[src/rtl/cplx_dot_prod_acc.sv]
// Pipelined complex dot-product accumulator for the CAF lag/peak search.
// Accepts paired x/y complex samples, multiplies (normal or conjugate mode)
// and sums LENGTH pairs per frame into one held complex result.
// Pipeline: S1 input regs -> S2 products -> S3 cross terms -> accumulate/output.
// The whole pipeline advances together only while the output is not blocked.
module cplx_dot_prod_acc #(
    parameter int XI_BITS    = 12,
    parameter int XQ_BITS    = 12,
    parameter int YI_BITS    = 12,
    parameter int YQ_BITS    = 12,
    parameter int LENGTH     = 16,
    parameter int SUM_I_BITS = XI_BITS + YI_BITS + 1 + $clog2(LENGTH),
    parameter int SUM_Q_BITS = XQ_BITS + YI_BITS + 1 + $clog2(LENGTH)
) (
    input  logic                         clk,
    input  logic                         reset,
    input  logic                         conj,
    input  logic                         m_axis_x_tvalid,
    output logic                         m_axis_x_tready,
    input  logic signed [XI_BITS-1:0]    xi,
    input  logic signed [XQ_BITS-1:0]    xq,
    input  logic                         m_axis_y_tvalid,
    output logic                         m_axis_y_tready,
    input  logic signed [YI_BITS-1:0]    yi,
    input  logic signed [YQ_BITS-1:0]    yq,
    output logic                         s_axis_product_tvalid,
    input  logic                         m_axis_product_tready,
    output logic signed [SUM_I_BITS-1:0] i,
    output logic signed [SUM_Q_BITS-1:0] q
);

    localparam int CNT_BITS = (LENGTH > 1) ? $clog2(LENGTH) : 1;
    localparam int P_II     = XI_BITS + YI_BITS;
    localparam int P_QQ     = XQ_BITS + YQ_BITS;
    localparam int P_IQ     = XI_BITS + YQ_BITS;
    localparam int P_QI     = XQ_BITS + YI_BITS;
    localparam int P_MAX_A  = (P_II > P_QQ) ? P_II : P_QQ;
    localparam int P_MAX_B  = (P_IQ > P_QI) ? P_IQ : P_QI;
    localparam int P_MAX    = (P_MAX_A > P_MAX_B) ? P_MAX_A : P_MAX_B;
    // one guard bit so the sum/difference of two products never wraps
    localparam int T_BITS   = P_MAX + 1;

    logic en;
    logic accept;
    logic frame_start;
    logic frame_end;

    logic [CNT_BITS-1:0] cnt_q, cnt_d;
    logic conj_lat_q, conj_lat_d;

    logic s1_valid_q, s1_valid_d;
    logic s1_first_q, s1_first_d;
    logic s1_last_q, s1_last_d;
    logic s1_conj_q, s1_conj_d;
    logic signed [XI_BITS-1:0] s1_xi_q, s1_xi_d;
    logic signed [XQ_BITS-1:0] s1_xq_q, s1_xq_d;
    logic signed [YI_BITS-1:0] s1_yi_q, s1_yi_d;
    logic signed [YQ_BITS-1:0] s1_yq_q, s1_yq_d;

    logic s2_valid_q, s2_valid_d;
    logic s2_first_q, s2_first_d;
    logic s2_last_q, s2_last_d;
    logic s2_conj_q, s2_conj_d;
    logic signed [P_II-1:0] p_ii_q, p_ii_d;
    logic signed [P_QQ-1:0] p_qq_q, p_qq_d;
    logic signed [P_IQ-1:0] p_iq_q, p_iq_d;
    logic signed [P_QI-1:0] p_qi_q, p_qi_d;

    logic s3_valid_q, s3_valid_d;
    logic s3_first_q, s3_first_d;
    logic s3_last_q, s3_last_d;
    logic signed [SUM_I_BITS-1:0] term_i_q, term_i_d;
    logic signed [SUM_Q_BITS-1:0] term_q_q, term_q_d;

    logic signed [SUM_I_BITS-1:0] acc_i_q, acc_i_d;
    logic signed [SUM_Q_BITS-1:0] acc_q_q, acc_q_d;
    logic out_valid_q, out_valid_d;
    logic signed [SUM_I_BITS-1:0] out_i_q, out_i_d;
    logic signed [SUM_Q_BITS-1:0] out_q_q, out_q_d;

    logic signed [T_BITS-1:0] re_w;
    logic signed [T_BITS-1:0] im_w;

    assign en          = !(out_valid_q && !m_axis_product_tready);
    assign accept      = en && m_axis_x_tvalid && m_axis_y_tvalid;
    assign frame_start = (cnt_q == '0);
    assign frame_end   = (cnt_q == CNT_BITS'(LENGTH - 1));

    assign m_axis_x_tready       = en;
    assign m_axis_y_tready       = en;
    assign s_axis_product_tvalid = out_valid_q;
    assign i                     = out_i_q;
    assign q                     = out_q_q;

    // Next-state for the frame counter, pipeline stages, accumulator and output.
    always_comb begin
        cnt_d       = cnt_q;
        conj_lat_d  = conj_lat_q;
        s1_valid_d  = s1_valid_q;
        s1_first_d  = s1_first_q;
        s1_last_d   = s1_last_q;
        s1_conj_d   = s1_conj_q;
        s1_xi_d     = s1_xi_q;
        s1_xq_d     = s1_xq_q;
        s1_yi_d     = s1_yi_q;
        s1_yq_d     = s1_yq_q;
        s2_valid_d  = s2_valid_q;
        s2_first_d  = s2_first_q;
        s2_last_d   = s2_last_q;
        s2_conj_d   = s2_conj_q;
        p_ii_d      = p_ii_q;
        p_qq_d      = p_qq_q;
        p_iq_d      = p_iq_q;
        p_qi_d      = p_qi_q;
        s3_valid_d  = s3_valid_q;
        s3_first_d  = s3_first_q;
        s3_last_d   = s3_last_q;
        term_i_d    = term_i_q;
        term_q_d    = term_q_q;
        acc_i_d     = acc_i_q;
        acc_q_d     = acc_q_q;
        out_valid_d = out_valid_q;
        out_i_d     = out_i_q;
        out_q_d     = out_q_q;

        // cross terms from the registered products; conj flag travels with the pair
        if (s2_conj_q) begin
            re_w = T_BITS'(p_ii_q) + T_BITS'(p_qq_q);
            im_w = T_BITS'(p_qi_q) - T_BITS'(p_iq_q);
        end else begin
            re_w = T_BITS'(p_ii_q) - T_BITS'(p_qq_q);
            im_w = T_BITS'(p_iq_q) + T_BITS'(p_qi_q);
        end

        if (accept) begin
            cnt_d = frame_end ? '0 : cnt_q + 1'b1;
            if (frame_start) begin
                conj_lat_d = conj;
            end
        end

        // a consumed result drops valid; a same-edge load below overrides this
        if (out_valid_q && m_axis_product_tready) begin
            out_valid_d = 1'b0;
        end

        if (en) begin
            s1_valid_d = accept;
            s1_first_d = frame_start;
            s1_last_d  = frame_end;
            s1_conj_d  = frame_start ? conj : conj_lat_q;
            s1_xi_d    = xi;
            s1_xq_d    = xq;
            s1_yi_d    = yi;
            s1_yq_d    = yq;

            s2_valid_d = s1_valid_q;
            s2_first_d = s1_first_q;
            s2_last_d  = s1_last_q;
            s2_conj_d  = s1_conj_q;
            p_ii_d     = P_II'(s1_xi_q) * P_II'(s1_yi_q);
            p_qq_d     = P_QQ'(s1_xq_q) * P_QQ'(s1_yq_q);
            p_iq_d     = P_IQ'(s1_xi_q) * P_IQ'(s1_yq_q);
            p_qi_d     = P_QI'(s1_xq_q) * P_QI'(s1_yi_q);

            s3_valid_d = s2_valid_q;
            s3_first_d = s2_first_q;
            s3_last_d  = s2_last_q;
            term_i_d   = SUM_I_BITS'(re_w);
            term_q_d   = SUM_Q_BITS'(im_w);

            if (s3_valid_q) begin
                acc_i_d = s3_first_q ? term_i_q : acc_i_q + term_i_q;
                acc_q_d = s3_first_q ? term_q_q : acc_q_q + term_q_q;
                if (s3_last_q) begin
                    out_valid_d = 1'b1;
                    out_i_d     = acc_i_d;
                    out_q_d     = acc_q_d;
                end
            end
        end
    end

    // State register with synchronous active-high reset.
    always_ff @(posedge clk) begin
        if (reset) begin
            cnt_q       <= '0;
            conj_lat_q  <= 1'b0;
            s1_valid_q  <= 1'b0;
            s1_first_q  <= 1'b0;
            s1_last_q   <= 1'b0;
            s1_conj_q   <= 1'b0;
            s1_xi_q     <= '0;
            s1_xq_q     <= '0;
            s1_yi_q     <= '0;
            s1_yq_q     <= '0;
            s2_valid_q  <= 1'b0;
            s2_first_q  <= 1'b0;
            s2_last_q   <= 1'b0;
            s2_conj_q   <= 1'b0;
            p_ii_q      <= '0;
            p_qq_q      <= '0;
            p_iq_q      <= '0;
            p_qi_q      <= '0;
            s3_valid_q  <= 1'b0;
            s3_first_q  <= 1'b0;
            s3_last_q   <= 1'b0;
            term_i_q    <= '0;
            term_q_q    <= '0;
            acc_i_q     <= '0;
            acc_q_q     <= '0;
            out_valid_q <= 1'b0;
            out_i_q     <= '0;
            out_q_q     <= '0;
        end else begin
            cnt_q       <= cnt_d;
            conj_lat_q  <= conj_lat_d;
            s1_valid_q  <= s1_valid_d;
            s1_first_q  <= s1_first_d;
            s1_last_q   <= s1_last_d;
            s1_conj_q   <= s1_conj_d;
            s1_xi_q     <= s1_xi_d;
            s1_xq_q     <= s1_xq_d;
            s1_yi_q     <= s1_yi_d;
            s1_yq_q     <= s1_yq_d;
            s2_valid_q  <= s2_valid_d;
            s2_first_q  <= s2_first_d;
            s2_last_q   <= s2_last_d;
            s2_conj_q   <= s2_conj_d;
            p_ii_q      <= p_ii_d;
            p_qq_q      <= p_qq_d;
            p_iq_q      <= p_iq_d;
            p_qi_q      <= p_qi_d;
            s3_valid_q  <= s3_valid_d;
            s3_first_q  <= s3_first_d;
            s3_last_q   <= s3_last_d;
            term_i_q    <= term_i_d;
            term_q_q    <= term_q_d;
            acc_i_q     <= acc_i_d;
            acc_q_q     <= acc_q_d;
            out_valid_q <= out_valid_d;
            out_i_q     <= out_i_d;
            out_q_q     <= out_q_d;
        end
    end

endmodule
[config.mk]
export PLATFORM = sky130hd
export DESIGN_NAME = cplx_dot_prod_acc
export DESIGN_NICKNAME = d
export VERILOG_FILES = /design/src/rtl/cplx_dot_prod_acc.sv
export SDC_FILE = /design/constraint.sdc
export NUM_CORES = 2
export LEC_CHECK = 0
export CORE_MARGIN = 1.5
export CORE_UTILIZATION = 40
export DETAILED_ROUTE_END_ITERATION = 8
export SKIP_CTS_REPAIR_TIMING = 1
export SLEW_MARGIN = 40
export SYNTH_ARGS = -nofsm -noshare
export SYNTH_HDL_FRONTEND = slang
export SYNTH_SLANG_ARGS = --single-unit
[constraint.sdc]
create_clock -name clk -period 5.7 [get_ports clk]
set_input_delay 1.71 -clock clk [delete_from_list [all_inputs] [get_ports clk]]
set_output_delay 1.71 -clock clk [all_outputs]
set_load 0.02 [all_outputs]
==> results_dict.tcl <==
set metrics [dict create \
    status "complete, but fails checks" \
    failed_checks "design-rule violations" \
    detailedRoute.firstIterationViolations 2033 \
    number_of_antenna_violations_at_the_first_check_in_global_routing 2 \
    timing.critical_path.from_type "flop" \
    initial_utilization_pct 40.38 \
    hpwl_microns 81790 \
    net_sw_share_pct 42.83 \
    regToRegStartpoint "s1_yq_q[0]" \
    timing.final.crit_share_pct 95.69 \
    layout_setup_ws_ns 0.2458 \
    post_synth.cell_area_avg_sq_um 8.281 \
    synth_async_reset_ratio_pct 0 \
    area_fraction_in_compound_gates_after_synthesis_pct 12.57 \
    ys_seq_elements 327 \
    fin_skew_ns 0.03085 \
    design_power_total_mw 13.02 \
    placement_rows 114 \
    firstDrtPassIters 7 \
    maxSlewViolCount 0 \
    routed-via-count 31480 \
    power.internal_mw 7.444 \
    post_synth_fa_ha_maj_area_fraction_pct 38.44 \
    detailed_place.area_sq_mm 0.04270 \
    portBuffers 114 \
    hold_depth 2 \
    timing_worst_slew_pin_value_ns 0.8068 \
    p_clk_share_pct 22.2 \
    timing.hold.worst.start "s2_first_q" \
    dr_wl_met3_microns 4999 \
    global_placement_routability_congestion 0.8819 \
    clock_transition_at_the_registers_of_the_reported_paths_ns 0.06 \
    fp.dieW_microns 315.7 \
    clock_sinks 327 \
    p_seq_share_pct 24.5 \
    multiplexer_area_fraction_after_synthesis_pct 0.6302 \
    synth_area_leaders "fa_1 28%, dfxtp_1 17%, ha_1 10%" \
    syn-num-nets 5645 \
    seqCellArea_sq_mm 0.006591 \
    timing.hold.ws_ns 0.4527 \
    yosys.cell_count.top_type "nand2_1" \
    synth_seq_area_share_pct 16.74 \
    core-area_sq_mm 0.09685 \
    clock-root-buffer "clkbuf_16" \
    worst-setup-path-type "reg2reg" \
    fin_area_sq_mm 0.04445 \
    die-area_sq_mm 0.09966 \
    comb_power_share_pct 53.3 \
    critical_path.max_fanout 7 \
    number_of_enable_type_register_cells_in_the_synthesized_netlist 0 \
    hold_path_sink "s3_first_q" \
    maxCapViolations 0 \
    clock_tree.buffer_depth 3 \
    number_of_global_route_vias_before_repair 31390 \
    synth_cell_types 70 \
    cts_htree_levels 2 \
    vdd.ir_drop.worst_v 0.0002192 \
    total_switching_power_mw 5.577 \
    drive_gt1_share_pct 7.424 \
    met2_wire_length_microns 45770 \
    finish.net_count 5766 \
    synth_ff_type "dfxtp_1" \
    synth.cell_area_sq_mm 0.03911 \
    synth.top_cells.by_count "748 x nand2_1, 693 x inv_1, 556 x fa_1" \
    critPathCaptureType "flop" \
    final_antenna_net_count 0 \
    holdCritPathClass "reg2reg" \
    final_core_util_pct 45.89 \
    die_height_microns 315.7 \
    ios 115 \
    p_per_area_mw_per_mm2 293.0 \
    track_usage_pct 21.22 \
    reg2reg_slack_ns 0.25 \
    route.detailed.drc 18 \
    wl_met1_microns 50020 \
    area_growth_syn_to_layout_pct 13.64 \
    critical_path.reg2reg.endpoint "p_qq_q[22]" \
    layout_min_cycle_time_ns 5.454 \
    grt_first_pass_wirelength_microns 169300 \
    total_area_of_multi_input_combinational_cells_sq_mm 0.02924 \
    finish.cell_count_without_fillers 6152 \
    wl_per_cell_microns 16.79 \
    via_per_inst 5.116 \
    leakage_nw 20.95 \
    synthCells 4723 \
    ff2ff_path_depth 21 \
    synth_largest_area_cell "fa_1" \
    fmaxAchievable_ghz 0.1833 \
    pre_cts_slack_ns -0.002402 \
    grt_max_degree 162 \
    synth_top_cell_area_share_pct 28.46 \
    synth-simple-area-share_pct 18.05 \
    fillerInstances 9537 \
    final_number_of_setup_violating_endpoints 0 \
    critPathArrivalTime_ns 5.93 \
    clk_latency_ns 0.60 \
    grt.overflow.total 0 \
    synth_xor_xnor_area_share_pct 4.658 \
    route.final.wire_length_microns 103300 \
    finalHoldViolations 0 \
    timing.slew.headroom_pct 46.21 \
    yosysWarningCount 0 \
    dp.cells 6074 \
    tritoncts.num_buffers 42 \
    crit_required_ns 6.18 \
    antenna_cells_inserted 0 \
    setup_total_negative_slack_ns 0 \
    highest-signal-layer "met5" \
    cts_tree "yes" \
    synth_top_family_by_area "adder cells" \
]
## worst max-delay path: stages (launching register included)
cell and delay, ns:
dfxtp_2 0.37, buf_4 0.18, nand2_1 0.12, fa_1 0.55
inv_1 0.04, ha_1 0.27, inv_1 0.05, fa_1 0.48
fa_1 0.52, fa_1 0.54, inv_1 0.05, ha_1 0.30
o21ai_0 0.21, o21bai_1 0.11, a21oi_1 0.22, o21bai_1 0.13
a31o_2 0.29, o21a_1 0.24, a221oi_2 0.24, xor2_1 0.21
buf_4 0.17, o21ai_0 0.07
## sequential cells by signal, summed over array words and instances, names as in the netlist, 4 cells and up
signal / cells
term_q_q: 25
term_i_q: 25
s1_xi_q: 12
p_qq_q: 24
acc_i_q: 29
q: 29
p_ii_q: 24
p_iq_q: 24
s1_yi_q: 12
p_qi_q: 24
s1_xq_q: 12
s1_yq_q: 12
i: 29
cnt_q: 4
acc_q_q: 29
## how the worst max path moves through the flow
stage                           from         end  slack [ns]  cells past startpoint
after floorplan           s1_yq_q[0]  p_qq_q[23]      -0.004                     23
after global placement    s1_yi_q[3]  p_ii_q[22]      0.0004                     20
after detailed placement  s1_xq_q[7]  p_qi_q[21]      -0.002                     21
after CTS                 s1_xq_q[1]  p_qq_q[23]        0.02                     24
after global routing      s1_xq_q[6]  p_qq_q[23]       -0.01                     24
final                     s1_yq_q[0]  p_qq_q[22]        0.25                     21
## logic make-up (layout without fill, tap and decap cells)
kind of cell,after synthesis,after routing
AND/OR/NAND/NOR,1575,1575
buffers and inverters,928,1081
adder cells (fa/ha/maj),868,868
AO/OA/AOI/OAI,793,793
flip-flops,327,327
XOR/XNOR,208,208
multiplexers,24,24
## cells in the final DEF (no fill, tap or decap), drive strengths merged, types with 10 or more instances in the layout
cell type	count
a211oi	101
a21o	52
buf	196
nand3	39
clkdlybuf4s50	113
clkinv	13
nor2	354
nor3	88
mux2i	19
nand4	10
a31oi	25
clkbuf	54
xnor2	137
o21a	26
o21ai	127
nand3b	11
o211ai	13
o31ai	16
a21oi	324
o21bai	16
dfxtp	327
ha	312
nor2b	25
and2	176
xor2	71
inv	695
a311oi	14
nand2	748
fa	556
nand2b	36
and3	23
or3	15
## power by group through the flow
stage / clock network [mW] / registers [mW] / logic (mW)
detailed placement: 0 / 3.23 / 6.78
CTS: 2.97 / 3.18 / 6.83
global placement: 0 / 3.22 / 6.70
floorplan: 0 / 2.95 / 4.99
finish: 2.89 / 3.19 / 6.94
global route: 3.05 / 3.23 / 7.84
## area by class of cell
| class | instances | share of cell area (%) |
|---|---|---|
| Clock buffer | 54 | 2.624 |
| Multi-Input combinational cell | 3468 | 65.80 |
| Tap cell | 1276 | 3.592 |
| Clock inverter | 22 | 0.7094 |
| Sequential cell | 327 | 14.83 |
| Timing Repair Buffer | 309 | 6.551 |
| Inverter | 696 | 5.898 |
## per-layer routing
metal,global-route usage [%],vias to the layer above
met1,30.74,15270
met4,5.144,2
met3,2.499,113
met2,33.73,716
li1,-,15370
met5,0,-
Power figures use the tool's default switching activity.
